--- src/rtl/usr_serializer_ctrl.sv ---
// usr_serializer_ctrl: control stage for an N-bit universal shift register.
// Accepts a word on a valid/ready handshake, loads it into the register, then
// shifts it out one bit per DIV-cycle bit period (MSB- or LSB-first), reading
// the register's q back to drive the serial output.
module usr_serializer_ctrl #(
    parameter int unsigned N        = 8,
    parameter int unsigned DIV      = 4,
    parameter logic        FILL     = 1'b0,
    parameter logic        IDLE_LVL = 1'b1
) (
    input  logic         clk,
    input  logic         reset,
    input  logic         in_valid,
    output logic         in_ready,
    input  logic [N-1:0] in_data,
    input  logic         in_msb_first,
    input  logic         abort,
    output logic [1:0]   sr_ctrl,
    output logic [N-1:0] sr_d,
    input  logic [N-1:0] sr_q,
    output logic         ser_out,
    output logic         bit_strobe,
    output logic         busy,
    output logic         done
);

    localparam int unsigned DIV_W = (DIV > 1) ? $clog2(DIV) : 1;
    localparam int unsigned BIT_W = (N > 1) ? $clog2(N) : 1;
    localparam logic [DIV_W-1:0] DIV_LAST = DIV_W'(DIV - 1);
    localparam logic [BIT_W-1:0] BIT_LAST = BIT_W'(N - 1);

    typedef enum logic [1:0] {
        S_IDLE,
        S_SHIFT,
        S_DONE
    } state_t;

    // Shift register command codes.
    typedef enum logic [1:0] {
        OP_HOLD = 2'b00,
        OP_SHL  = 2'b01,
        OP_SHR  = 2'b10,
        OP_LOAD = 2'b11
    } sr_op_t;

    state_t           state_q, state_d;
    logic [DIV_W-1:0] div_cnt_q, div_cnt_d;
    logic [BIT_W-1:0] bit_cnt_q, bit_cnt_d;
    logic             dir_q, dir_d;

    logic handshake;
    logic period_end;
    logic last_bit;

    // Handshake and bit-period boundary decode.
    always_comb begin
        in_ready   = (state_q == S_IDLE) && !abort;
        handshake  = in_valid && in_ready;
        period_end = (div_cnt_q == DIV_LAST);
        last_bit   = (bit_cnt_q == BIT_LAST);
    end

    // Next-state and counter update.
    always_comb begin
        state_d   = state_q;
        div_cnt_d = div_cnt_q;
        bit_cnt_d = bit_cnt_q;
        dir_d     = dir_q;
        case (state_q)
            S_IDLE: begin
                if (handshake) begin
                    dir_d     = in_msb_first;
                    div_cnt_d = '0;
                    bit_cnt_d = '0;
                    state_d   = S_SHIFT;
                end
            end
            S_SHIFT: begin
                if (abort) begin
                    div_cnt_d = '0;
                    bit_cnt_d = '0;
                    state_d   = S_IDLE;
                end else if (period_end) begin
                    div_cnt_d = '0;
                    if (last_bit) begin
                        bit_cnt_d = '0;
                        state_d   = S_DONE;
                    end else begin
                        bit_cnt_d = bit_cnt_q + 1'b1;
                    end
                end else begin
                    div_cnt_d = div_cnt_q + 1'b1;
                end
            end
            S_DONE: begin
                div_cnt_d = '0;
                bit_cnt_d = '0;
                state_d   = S_IDLE;
            end
            default: begin
                div_cnt_d = '0;
                bit_cnt_d = '0;
                state_d   = S_IDLE;
            end
        endcase
    end

    // Output decode from state, counters and the register's read-back.
    always_comb begin
        sr_ctrl    = OP_HOLD;
        sr_d       = '0;
        ser_out    = IDLE_LVL;
        bit_strobe = 1'b0;
        busy       = 1'b0;
        done       = 1'b0;
        case (state_q)
            S_IDLE: begin
                if (handshake) begin
                    sr_ctrl = OP_LOAD;
                    sr_d    = in_data;
                end
            end
            S_SHIFT: begin
                busy       = 1'b1;
                ser_out    = dir_q ? sr_q[N-1] : sr_q[0];
                bit_strobe = (div_cnt_q == '0);
                sr_d       = {N{FILL}};
                // The final bit is left in place: no shift after the last period.
                if (!abort && period_end && !last_bit)
                    sr_ctrl = dir_q ? OP_SHL : OP_SHR;
            end
            S_DONE: begin
                busy = 1'b1;
                done = !abort;
            end
            default: ;
        endcase
    end

    // State and counter registers.
    always_ff @(posedge clk or posedge reset) begin
        if (reset) begin
            state_q   <= S_IDLE;
            div_cnt_q <= '0;
            bit_cnt_q <= '0;
            dir_q     <= 1'b1;
        end else begin
            state_q   <= state_d;
            div_cnt_q <= div_cnt_d;
            bit_cnt_q <= bit_cnt_d;
            dir_q     <= dir_d;
        end
    end

endmodule

--- config.mk ---
export PLATFORM = sky130hd
export DESIGN_NAME = usr_serializer_ctrl
export DESIGN_NICKNAME = d
export VERILOG_FILES = /design/src/rtl/usr_serializer_ctrl.sv
export SDC_FILE = /design/constraint.sdc
export NUM_CORES = 1
export LEC_CHECK = 0
export BUFFER_PORTS_ARGS = -buffer_cell sky130_fd_sc_hd__buf_2
export CORE_MARGIN = 5
export CORE_UTILIZATION = 46
export DETAILED_ROUTE_END_ITERATION = 16
export PLACE_DENSITY = 0.83
export SLEW_MARGIN = 20
export SYNTH_ARGS = -nofsm -noshare
export SYNTH_HDL_FRONTEND = slang
export SYNTH_SLANG_ARGS = --single-unit
export TNS_END_PERCENT = 20
--- constraint.sdc ---
create_clock -name clk -period 5.19 [get_ports clk]
set_clock_uncertainty 0.2 [all_clocks]
set_input_delay 1.557 -clock clk [delete_from_list [all_inputs] [get_ports clk]]
set_output_delay 1.557 -clock clk [all_outputs]
set_load 0.05 [all_outputs]
Word level (Yosys, flattened, before mapping):

Cells that the tools add are included.
W data, S select, Z words.

* flip-flop bits (word level): 8
* input bits: 21
* output and inout bits: 15
* logic and storage cells: 50

* $add $sub $neg: 2
* equality and inequality tests: 7
* mux-type cells: 25
* reduce and logical (&&, ||, !) cells: 12

Operators with widths (count)
* $mux W2: 10
* $mux W8: 2
* $mux W3: 4
* $pmux W2 S2: 3
* $ne A3 B3 Y1 const B: 2
* $pmux W3 S2: 1
* $mux W1: 5
* $eq A2 B2 Y1 const B: 2
* $logic_and A1 B1 Y1: 4
* $logic_not A2 Y1: 2
* $reduce_and A2 Y1: 2
* $add A3 B1 Y3 const B: 1
* $eq A3 B3 Y1 const B: 1
* $reduce_and A3 Y1: 1
* $add A2 B1 Y2 const B: 1
* $eq A2 B1 Y1 const B: 1
* $logic_not A1 Y1: 2
* $ne A2 B2 Y1 const B: 1
* $reduce_or A2 Y1: 1

Logic depth before layout (Yosys ltp):

Gate-level depths: netlist of run 1.

* word-level depth: 5
* mapped depth: 7

Worst setup path before layout of run 1:

Ideal clock, no wire load.

* kind: input -> output
* from: input abort
* to: output done
* arrival: 2.246 ns
* setup slack: 1.187 ns
* cell stages on the path: 1
* buffers on the path: 0
* path through: nor2b_1

* word-level cells in the longest chain between the ends: 2

RTL lines
* start, declared: RTL line 17 `input logic abort,`
* $logic_not A1 Y1: RTL line 134 `done = !abort;`
* $mux W1: RTL line 116 `case (state_q)`
* end, declared: RTL line 24 `output logic done`

No other way between the ends.

Worst setup path after layout of run 1:

* from: input abort
* to: output sr_ctrl[1]

* word-level cells in the longest chain between the ends: 5

RTL lines
* $logic_not A1 Y1 (*): RTL line 57, 129
* $logic_and A1 B1 Y1 (on tied branches): RTL line 129, 57
* $logic_and A1 B1 Y1 (on tied branches): RTL line 129, 58
* $mux W2 (on tied branches): RTL line 129, 118
* $pmux W2 S2 (*): RTL line 116
* end, declared: RTL line 18 `output logic [1:0] sr_ctrl,`

Every way passes the cells marked *; elsewhere a longest branch is shown, timed or not.

==> results of run 1 <==
[synth_stat cells]
cell type / n
nand2b_2: 1
mux2_1: 1
buf_6: 2
nand2b_1: 1
o2bb2a_1: 1
and3_2: 8
dfrtp_1: 7
a21boi_1: 1
and2_4: 1
mux2_2: 1
nand3_1: 1
dfstp_2: 1
mux2_4: 1
a22o_1: 1
o2bb2ai_1: 2
clkbuf_1: 1
nor2b_4: 1
o21ai_0: 2
nor2b_1: 2
a21o_2: 2
and4bb_2: 1
inv_1: 7
a21oi_1: 1
and2_1: 1
mux2i_1: 2
nand2_1: 5
ha_1: 8
a22oi_1: 1
[final cells by class]
class	instances	area, sq um
inverters	7	26.3
multi-input cells	46	394
well taps	15	18.8
fillers	105	505
repair buffers	29	145
flip-flops and latches	8	201
clock buffers	4	26.3
[worst max-delay path: cells and delay by family]
kind                   cells  cell delay, ps
AND/OR/NAND/NOR            2             390
AO/OA/AOI/OAI              1              80
buffers and inverters      2             390
[registers in the layout, summed over array words and instances, names as in the netlist]
signal     cells
state_q        2
dir_q          1
bit_cnt_q      3
div_cnt_q      2
[worst max-delay path by stage]
stage	from	endpoint	slack, ps	depth (start not counted)
after floorplan	abort	done	1190	1
after global placement	abort	sr_ctrl[0]	1030	5
after detailed placement	abort	sr_ctrl[0]	1020	5
after CTS	abort	sr_ctrl[0]	1020	5
after global routing	abort	sr_ctrl[0]	960	5
final	abort	sr_ctrl[1]	1010	5
[power breakdown]
part,internal [uW],switching (uW),total (uW),leakage (uW)
clock,29.5,22.2,51.7,0.0000150
combinational,70.8,149,220,0.000367
sequential,80.3,13.2,93.5,0.000105
total,181,185,365,0.000487
[metrics by stage]
| stage | cell area [sq um] | total power, uW | setup slack (ps) | hold slack, ps |
|---|---|---|---|---|
| 2_1_floorplan | 648 | 281 | 1190 | 262 |
| 3_3_place_gp | 786 | 309 | 1030 | 282 |
| 3_5_place_dp | 786 | 315 | 1020 | 295 |
| 4_1_cts | 812 | 368 | 1020 | 315 |
| 5_1_grt | 812 | 390 | 962 | 334 |
| 6_report | 812 | 365 | 1010 | 316 |
[logic make-up after synthesis]
| kind of cell | count (synthesis) | synth area share [%] |
|---|---|---|
| compound gates | 11 | 12.9 |
| simple gates | 22 | 23.6 |
| flops | 8 | 31.1 |
| fa+ha+maj | 8 | 15.4 |
| buf+inv | 10 | 8.11 |
| mux | 5 | 8.88 |
[layer usage]
metal | part of all wire (%) | vias up | track usage, % | wire [um]
met5 | 0 | - | 0 | 0
met4 | 0.35 | 0 | 4.30 | 5
met3 | 11 | 2 | 6.77 | 153
met2 | 52 | 29 | 23.3 | 734
met1 | 37 | 255 | 14.5 | 519
li1 | - | 280 | - | -
[cell usage in the layout, fill, tap and decap left out, drive strengths merged]
cell | Yosys | layout
a22o | 1 | 1
and4bb | 1 | 1
o2bb2ai | 2 | 2
mux2i | 2 | 2
ha | 8 | 8
nor2b | 3 | 3
nand2b | 2 | 2
clkbuf | 1 | 4
and3 | 8 | 8
inv | 7 | 7
mux2 | 3 | 3
a21o | 2 | 2
o2bb2a | 1 | 1
a21oi | 1 | 1
nand2 | 5 | 5
and2 | 2 | 2
o21ai | 2 | 2
dfrtp | 7 | 7
a21boi | 1 | 1
dfstp | 1 | 1
nand3 | 1 | 1
buf | 2 | 29
a22oi | 1 | 1
==> metrics.cfg, run 1 <==
[synth]
synth.yosys.seq_area_share_pct=31.1
syn_area_per_cell_sq_um=10.1
synthCells=64
yosys.area.top_type_share_pct=27.0
synth_seq_cells=8
ys_top_cells_by_area=dfrtp_1, ha_1, and3_2
syn_nets=93
synthDistinctLibCells=28
syn_area_sq_um=648
synth_top_area_cell=dfrtp_1
yosysWarningCount=0

[grt]
grt_use_total_pct=13.5
antenna_found_initial=0
grt_pass1_wl_mm=2.11
grt_max_degree=12
grt_pass1_vias=509
overflow=0

[min_path]
min-delay-start=bit_cnt_q[2]
whs_path_depth=1
hold_path_class=reg2reg
worstHoldEndpoint=bit_cnt_q[2]

[power_and_ir_drop]
leakagePower_uw=0.000487
irDropWorstVdd_mv=0.222
powerDensity_mw_per_mm2=450

[sta]
max_freq_mhz=240
grt_setup_unrepaired=false
relSlewSlack_pct=80.0
hold_viol_final=0
tightestPinTransition_ps=297
finalSetupViolations=0
layout_min_cycle_time_ps=4180
slew_violations=0
fin_crit_sh_pct=80.4
setup_tns_ps=0

[cells_and_area]
final_nets=124
area_growth_syn_to_layout_pct=25.3
antenna_cells=0
drive_gt1_share_pct=52.1
final_cells=109
fin_util_pct=61.6

[clocking]
cts_buffer_depth=2
clk_latency_ps=260
root_buffer=clkbuf_4
cts_tree=yes
clock_sinks=8
cts_resized=0
numCtsBuffers=3
cts-htree-levels=1
postCtsSetupBuffers=0
clkTransAtPathRegs_ps=60
cts_hold_buf=0

[job]
cap_viol_max_count=0

[worst_setup_path]
worstPathCellList=buf_2 > nor2b_4 > and2_4 > a21o_2 > buf_2
reg2reg_from=state_q[1]
crit_top_cell=buf_2
r2r_cells=5
r2r-end=dir_q
crit_type=in2out
cp-end-kind=primary output
crit_arrival_ps=2420
required_ps=3430
cpPeakStageDelay_ps=250
critical-path-slowest-cell=buf_2
crit_fanout=10
r2r_setup_slack_ps=3330
start_kind=input pin

[die]
chipHeight_um=47.5
initial_core_util_pct=49.2
core_area_sq_mm=0.00132
placementRows=13
io_pins=36
dieArea_sq_mm=0.00226
dieWidth_um=47.5

[route]
drc=0
postRouteAntennaNets=0
vias_per_cell=5.19
dr.pass1.iters=5
vias=566
drt_iter0_markers=8
routedWlPerCell_um=13.0
routed_wl_mm=1.41

[place]
portBuffers=29
gp_congestion=0.777
numPlacedInstances=105
dpl.hpwl_mm=1.16

[status]
status=completed

(Power assumes the default switching activity.)
==> inputs of run 2 (changes only) <==
--- a/config.mk
+++ b/config.mk
@@ -5,11 +5,12 @@
 export SDC_FILE = /design/constraint.sdc
 export NUM_CORES = 1
 export LEC_CHECK = 0
+export ABC_AREA = 1
 export BUFFER_PORTS_ARGS = -buffer_cell sky130_fd_sc_hd__buf_2
 export CORE_MARGIN = 5
-export CORE_UTILIZATION = 46
+export CORE_UTILIZATION = 39
 export DETAILED_ROUTE_END_ITERATION = 16
-export PLACE_DENSITY = 0.83
+export PLACE_DENSITY = 0.74
 export SLEW_MARGIN = 20
 export SYNTH_ARGS = -nofsm -noshare
 export SYNTH_HDL_FRONTEND = slang
==> constraint.sdc (replaced) <==
create_clock -name clk -period 3.76 [get_ports clk]
set_clock_uncertainty 0.2 [all_clocks]
set_input_delay 1.128 -clock clk [delete_from_list [all_inputs] [get_ports clk]]
set_output_delay 1.128 -clock clk [all_outputs]
set_load 0.05 [all_outputs]
==> metrics.cfg, run 2 <==
[grt]
grt_pass1_wl_mm=2.34  ; was 2.11 mm
grt_pass1_vias=562  ; was 509
grt_max_degree=12  ; unchanged
antenna_found_initial=0  ; unchanged
grt_use_total_pct=11.6  ; was 13.5%
overflow=0  ; unchanged

[clocking]
numCtsBuffers=3  ; unchanged
clkTransAtPathRegs_ps=50  ; was 60 ps
cts-htree-levels=1  ; unchanged
cts_resized=0  ; unchanged
cts_buffer_depth=2  ; unchanged
root_buffer=clkbuf_4  ; unchanged
cts_hold_buf=0  ; unchanged
clk_latency_ps=260  ; about the same
cts_tree=yes  ; unchanged
postCtsSetupBuffers=0  ; unchanged
clock_sinks=8  ; unchanged

[sta]
setup_tns_ps=0  ; unchanged
max_freq_mhz=295
slew_violations=0  ; unchanged
tightestPinTransition_ps=301  ; was 297 ps
finalSetupViolations=0  ; unchanged
holdWs_ps=286  ; was 316 ps
relSlewSlack_pct=79.9  ; was 80.0%
layout_min_cycle_time_ps=3390
setup_ws_ps=372  ; was 1010 ps
fin_crit_sh_pct=90.1
hold_viol_final=0  ; unchanged
grt_setup_unrepaired=false  ; unchanged

[min_path]
hold_path_class=reg2reg  ; unchanged
worstHoldEndpoint=bit_cnt_q[1]  ; was bit_cnt_q[2]
min-delay-start=bit_cnt_q[1]  ; was bit_cnt_q[2]
whs_path_depth=2  ; was 1

[cells_and_area]
area_growth_syn_to_layout_pct=27.1  ; was 25.3%
reg.largest.list=bit_cnt_q (3), div_cnt_q (2), state_q (2)  ; unchanged
antenna_cells=0  ; unchanged
final_common_cell=buf_2  ; unchanged
fin_util_pct=50.9  ; was 61.6%
largest_reg_flops=3  ; unchanged
layout_common_cells=buf_2, inv_1, nand2_1  ; was buf_2, and3_2, ha_1
drive_gt1_share_pct=47.1  ; was 52.1%
largest_register=bit_cnt_q  ; unchanged
final_nets=149  ; was 124

[place]
dpl.hpwl_mm=1.19  ; was 1.16 mm
gp_congestion=0.698  ; was 0.777
portBuffers=29  ; unchanged
dp_slack_ps=359  ; was 1020 ps

[die]
initial_core_util_pct=40.1  ; was 49.2%
chipHeight_um=51.4  ; was 47.5 um
io_pins=36  ; unchanged
dieWidth_um=51.4  ; was 47.5 um
dieArea_sq_mm=0.00265  ; was 0.00226 sq mm
placementRows=15  ; was 13
core_area_sq_mm=0.00167  ; was 0.00132 sq mm

[worst_setup_path]
crit_arrival_ps=2060  ; was 2420 ps
required_ps=2430  ; was 3430 ps
start_kind=input pin  ; unchanged
r2r-end=dir_q  ; unchanged
crit_type=in2out  ; unchanged
crit_fanout=11  ; was 10
cp-end-kind=primary output  ; unchanged
r2r_cells=7  ; was 5
r2r_setup_slack_ps=2200  ; was 3330 ps
reg2reg_from=state_q[0]  ; was state_q[1]

[synth]
synth.yosys.seq_area_share_pct=30.1  ; was 31.1%
synth_common_cells=inv_1, nand2_1, nor2_2  ; was and3_2, ha_1, dfrtp_1, inv_1, nand2_1
synth_top_area_cell=dfrtp_1  ; unchanged
ys_top_cells_by_area=dfrtp_1, ha_1, inv_1  ; was dfrtp_1, ha_1, and3_2
async_reset_ff_share_pct=100  ; unchanged
yosysWarningCount=0  ; unchanged
syn_nets=116  ; was 93
syn_area_per_cell_sq_um=7.69  ; was 10.1 sq um
synthDistinctLibCells=17  ; was 28
synth_seq_cells=8  ; unchanged
synthCells=87  ; was 64
yosys.area.top_type_share_pct=26.2  ; was 27.0%
syn_area_sq_um=669  ; was 648 sq um
synth_edf_count=0  ; unchanged
synth_ff_type=dfrtp_1  ; unchanged

[power_and_ir_drop]
leakagePower_uw=0.000516  ; was 0.000487 uW
powerDensity_mw_per_mm2=646  ; was 450 mW/mm^2
finalPower_uw=550  ; was 365 uW
irDropWorstVdd_mv=0.220  ; was 0.222 mV

[route]
drc=0  ; unchanged
postRouteAntennaNets=0  ; unchanged
vias_per_cell=4.50  ; was 5.19
dr.pass1.iters=1  ; was 5
drt_iter0_markers=0  ; was 8
routedWlPerCell_um=9.89  ; was 13.0 um
vias=612  ; was 566
routed_wl_mm=1.35  ; was 1.41 mm

[job]
cap_viol_max_count=0  ; unchanged

[status]
status=completed  ; unchanged

==> run 2: changes by cell type after synthesis, moves of 3 or more <==
cell	delta
o21ai_2	+5
inv_1	+11
nor2_1	+3
nand2_1	+13
inv_2	+3
nand3_1	+3
nor2_2	+10
and3_2	-8
==> run 2: logic make-up after synthesis <==
logic type / synth area share [%]
buffers and inverters: 13.5
AO/OA/AOI/OAI: 10.5
adder cells (fa/ha/maj): 15.0
flip-flops: 30.1
AND/OR/NAND/NOR: 31.0
==> run 2: worst max path at each step <==
stage | startpoint | to | slack, ps
floorplan | abort | sr_d[0] | 130
finish | abort | sr_d[1] | 370
CTS | abort | sr_d[1] | 360
global placement | abort | sr_d[6] | 390
global route | abort | sr_d[7] | 270
detailed placement | abort | sr_d[1] | 360
==> run 2: power by group <==
group | total (uW) | switching [uW] | internal (uW)
combinational | 340 | 249 | 90.7
sequential | 138 | 20.2 | 118
clock | 72.2 | 31.5 | 40.7
total | 550 | 301 | 249
==> run 2: metal layers <==
metal	part of all wire (%)	wire length [um]	GRT usage, %
met4	2.0	27	6.55
met3	11	149	4.08
met2	46	618	19.1
met5	0	0	0
met1	41	549	12.7
==> run 2: per-stage QoR <==
| step | area [sq um] | std cells |
|---|---|---|
| floorplan | 669 | 87 |
| global placement | 825 | 132 |
| detailed placement | 825 | 132 |
| CTS | 851 | 136 |
| global route | 851 | 136 |
| finish | 851 | 136 |
==> run 2: area by class of cell <==
class,count,area (sq um)
sequential,8,201
fill,183,820
multi-input combinational,57,378
inverter,21,78.8
timing repair buffer,29,145
tap,17,21.3
clock buffer,4,26.3
==> run 2: critical path, stage by stage <==
cell and delay [ps]:
buf_2 160, nor2_2 170, nand2_2 200, nor2_2 130, buf_2 270
==> inputs of run 3 (changes only) <==
--- a/config.mk
+++ b/config.mk
@@ -5,12 +5,11 @@
 export SDC_FILE = /design/constraint.sdc
 export NUM_CORES = 1
 export LEC_CHECK = 0
-export ABC_AREA = 1
 export BUFFER_PORTS_ARGS = -buffer_cell sky130_fd_sc_hd__buf_2
 export CORE_MARGIN = 5
-export CORE_UTILIZATION = 39
+export CORE_UTILIZATION = 38
 export DETAILED_ROUTE_END_ITERATION = 16
-export PLACE_DENSITY = 0.74
+export PLACE_DENSITY = 0.73
 export SLEW_MARGIN = 20
 export SYNTH_ARGS = -nofsm -noshare
 export SYNTH_HDL_FRONTEND = slang
==> metrics.cfg, run 3 (synthesized netlist as in run 1, its figures left out) <==
[worst_setup_path]
crit_arrival_ps=1990  ; was 2060 ps
cpLargestDelayFamily=buffers and inverters  ; was simple AND/OR/NAND/NOR gates
start_kind=input pin  ; unchanged
crit_top_cell=buf_2
required_ps=2430  ; about the same
critical-path-slowest-cell=buf_2  ; unchanged
crit_fanout=10  ; was 11
cp-end-kind=primary output  ; unchanged
worstPathCellList=buf_2 > nor2b_4 > and2_4 > a21o_2 > buf_2  ; was buf_2 > nor2_2 > nand2_2 > nor2_2 > buf_2
path_buf_inv=2  ; unchanged
cpPeakStageDelay_ps=250  ; was 270 ps
crit_type=in2out  ; unchanged

[place]
dpl.hpwl_mm=1.11  ; was 1.19 mm
portBuffers=29  ; unchanged
gp_congestion=0.726  ; was 0.698
numPlacedInstances=107  ; was 132

[route]
dr.pass1.iters=4  ; was 1
routed_wl_mm=1.37  ; was 1.35 mm
routedWlPerCell_um=12.3  ; was 9.89 um
drc=0  ; unchanged
vias=560  ; was 612
drt_iter0_markers=8  ; was 0
vias_per_cell=5.05  ; was 4.50
postRouteAntennaNets=0  ; unchanged

[power_and_ir_drop]
leakagePower_uw=0.000487  ; was 0.000516 uW
finalPower_uw=502  ; was 550 uW
powerDensity_mw_per_mm2=616  ; was 646 mW/mm^2
irDropWorstVdd_mv=0.276  ; was 0.220 mV

[sta]
slew_violations=0  ; unchanged
relSlewSlack_pct=80.0  ; was 79.9%
finalSetupViolations=0  ; unchanged
setup_tns_ps=0  ; unchanged
tightestPinTransition_ps=300  ; was 301 ps
grt_setup_unrepaired=false  ; unchanged
hold_viol_final=0  ; unchanged
layout_min_cycle_time_ps=3320  ; was 3390 ps
fin_crit_sh_pct=88.3  ; was 90.1%
max_freq_mhz=301  ; was 295 MHz

[grt]
overflow=0  ; unchanged
grt_pass1_wl_mm=2.21  ; was 2.34 mm
antenna_found_initial=0  ; unchanged
grt_max_degree=12  ; unchanged
grt_pass1_vias=516  ; was 562
grt_use_total_pct=11.4  ; was 11.6%

[cells_and_area]
final_common_cell=buf_2  ; unchanged
multi_input_area_sq_um=394  ; was 378 sq um
antenna_cells=0  ; unchanged
area_growth_syn_to_layout_pct=25.7  ; was 27.1%
largest_register=bit_cnt_q  ; unchanged
regArea_sq_um=201  ; unchanged
reg.largest.list=bit_cnt_q (3), div_cnt_q (2), state_q (2)  ; unchanged
fin_util_pct=48.8  ; was 50.9%
nFillCells=151  ; was 183
final_nets=124  ; was 149
largest_reg_flops=3  ; unchanged
drive_gt1_share_pct=52.1  ; was 47.1%
layout_common_cells=buf_2, and3_2, ha_1  ; was buf_2, inv_1, nand2_1
final_cells=111  ; was 136

[clocking]
clk_latency_ps=250  ; was 260 ps
cts_buffer_depth=2  ; unchanged
root_buffer=clkbuf_4  ; unchanged
postCtsSetupBuffers=0  ; unchanged
cts_tree=yes  ; unchanged
cts_resized=0  ; unchanged
cts-htree-levels=1  ; unchanged
clock_sinks=8  ; unchanged
clkTransAtPathRegs_ps=50  ; about the same
cts_hold_buf=0  ; unchanged
numCtsBuffers=3  ; unchanged

[die]
chipHeight_um=51.3  ; was 51.4 um
initial_core_util_pct=38.8  ; was 40.1%
core_area_sq_mm=0.00167  ; unchanged
io_pins=36  ; unchanged
dieArea_sq_mm=0.00263  ; was 0.00265 sq mm
placementRows=15  ; unchanged
dieWidth_um=51.3  ; was 51.4 um

[status]
status=completed  ; unchanged

[min_path]
hold_path_class=reg2reg  ; unchanged

[job]
cap_viol_max_count=0  ; unchanged

[run 3: path summary, 6_finish.rpt]
check / startpoint / end / slack (ps) / cells after the start
hold / removal: bit_cnt_q[2] / bit_cnt_q[2] / 300 / 1
min in group asynchronous: reset / state_q[0] / 600 / 2
setup reg to reg: state_q[1] / dir_q / 1890 / 5
max in group asynchronous: reset / dir_q / 2470 / 2
hold reg to reg: bit_cnt_q[2] / bit_cnt_q[2] / 300 / 1
setup / recovery: abort / sr_ctrl[0] / 440 / 5
[run 3: worst register-to-register path: stages (launching register included)]
cell	delay, ps
dfrtp_1	400
inv_1	110
ha_1	320
nor2b_4	280
and2_4	190
mux2_4	300
[run 3: final cells by class]
type                       instances  area share (%)
multi-input combinational         46            48.4
timing repair buffer              29            17.8
tap                               17            2.61
sequential                         8            24.7
inverter                           7            3.23
clock buffer                       4            3.23
[run 3: power breakdown]
part           internal (uW)  total, uW  switching (uW)
registers                111        129            18.4
clock network           40.6       70.3            29.7
logic                   98.3        302             204
[run 3: metrics by stage]
| step | hold slack (ps) | instance area (sq um) | worst slack [ps] |
|---|---|---|---|
| final | 303 | 815 | 439 |
| after global routing | 316 | 815 | 366 |
| after CTS | 303 | 815 | 433 |
| after detailed placement | 288 | 788 | 437 |
| after global placement | 286 | 788 | 449 |
| after floorplan | 262 | 648 | 615 |
[run 3: per-layer routing]
| metal | wire length (um) | vias up | GRT usage, % |
|---|---|---|---|
| met4 | 33 | 0 | 6.55 |
| met1 | 549 | 262 | 12.5 |
| met5 | 0 | - | 0 |
| met2 | 722 | 11 | 19.7 |
| met3 | 61 | 5 | 2.92 |
| li1 | - | 282 | - |
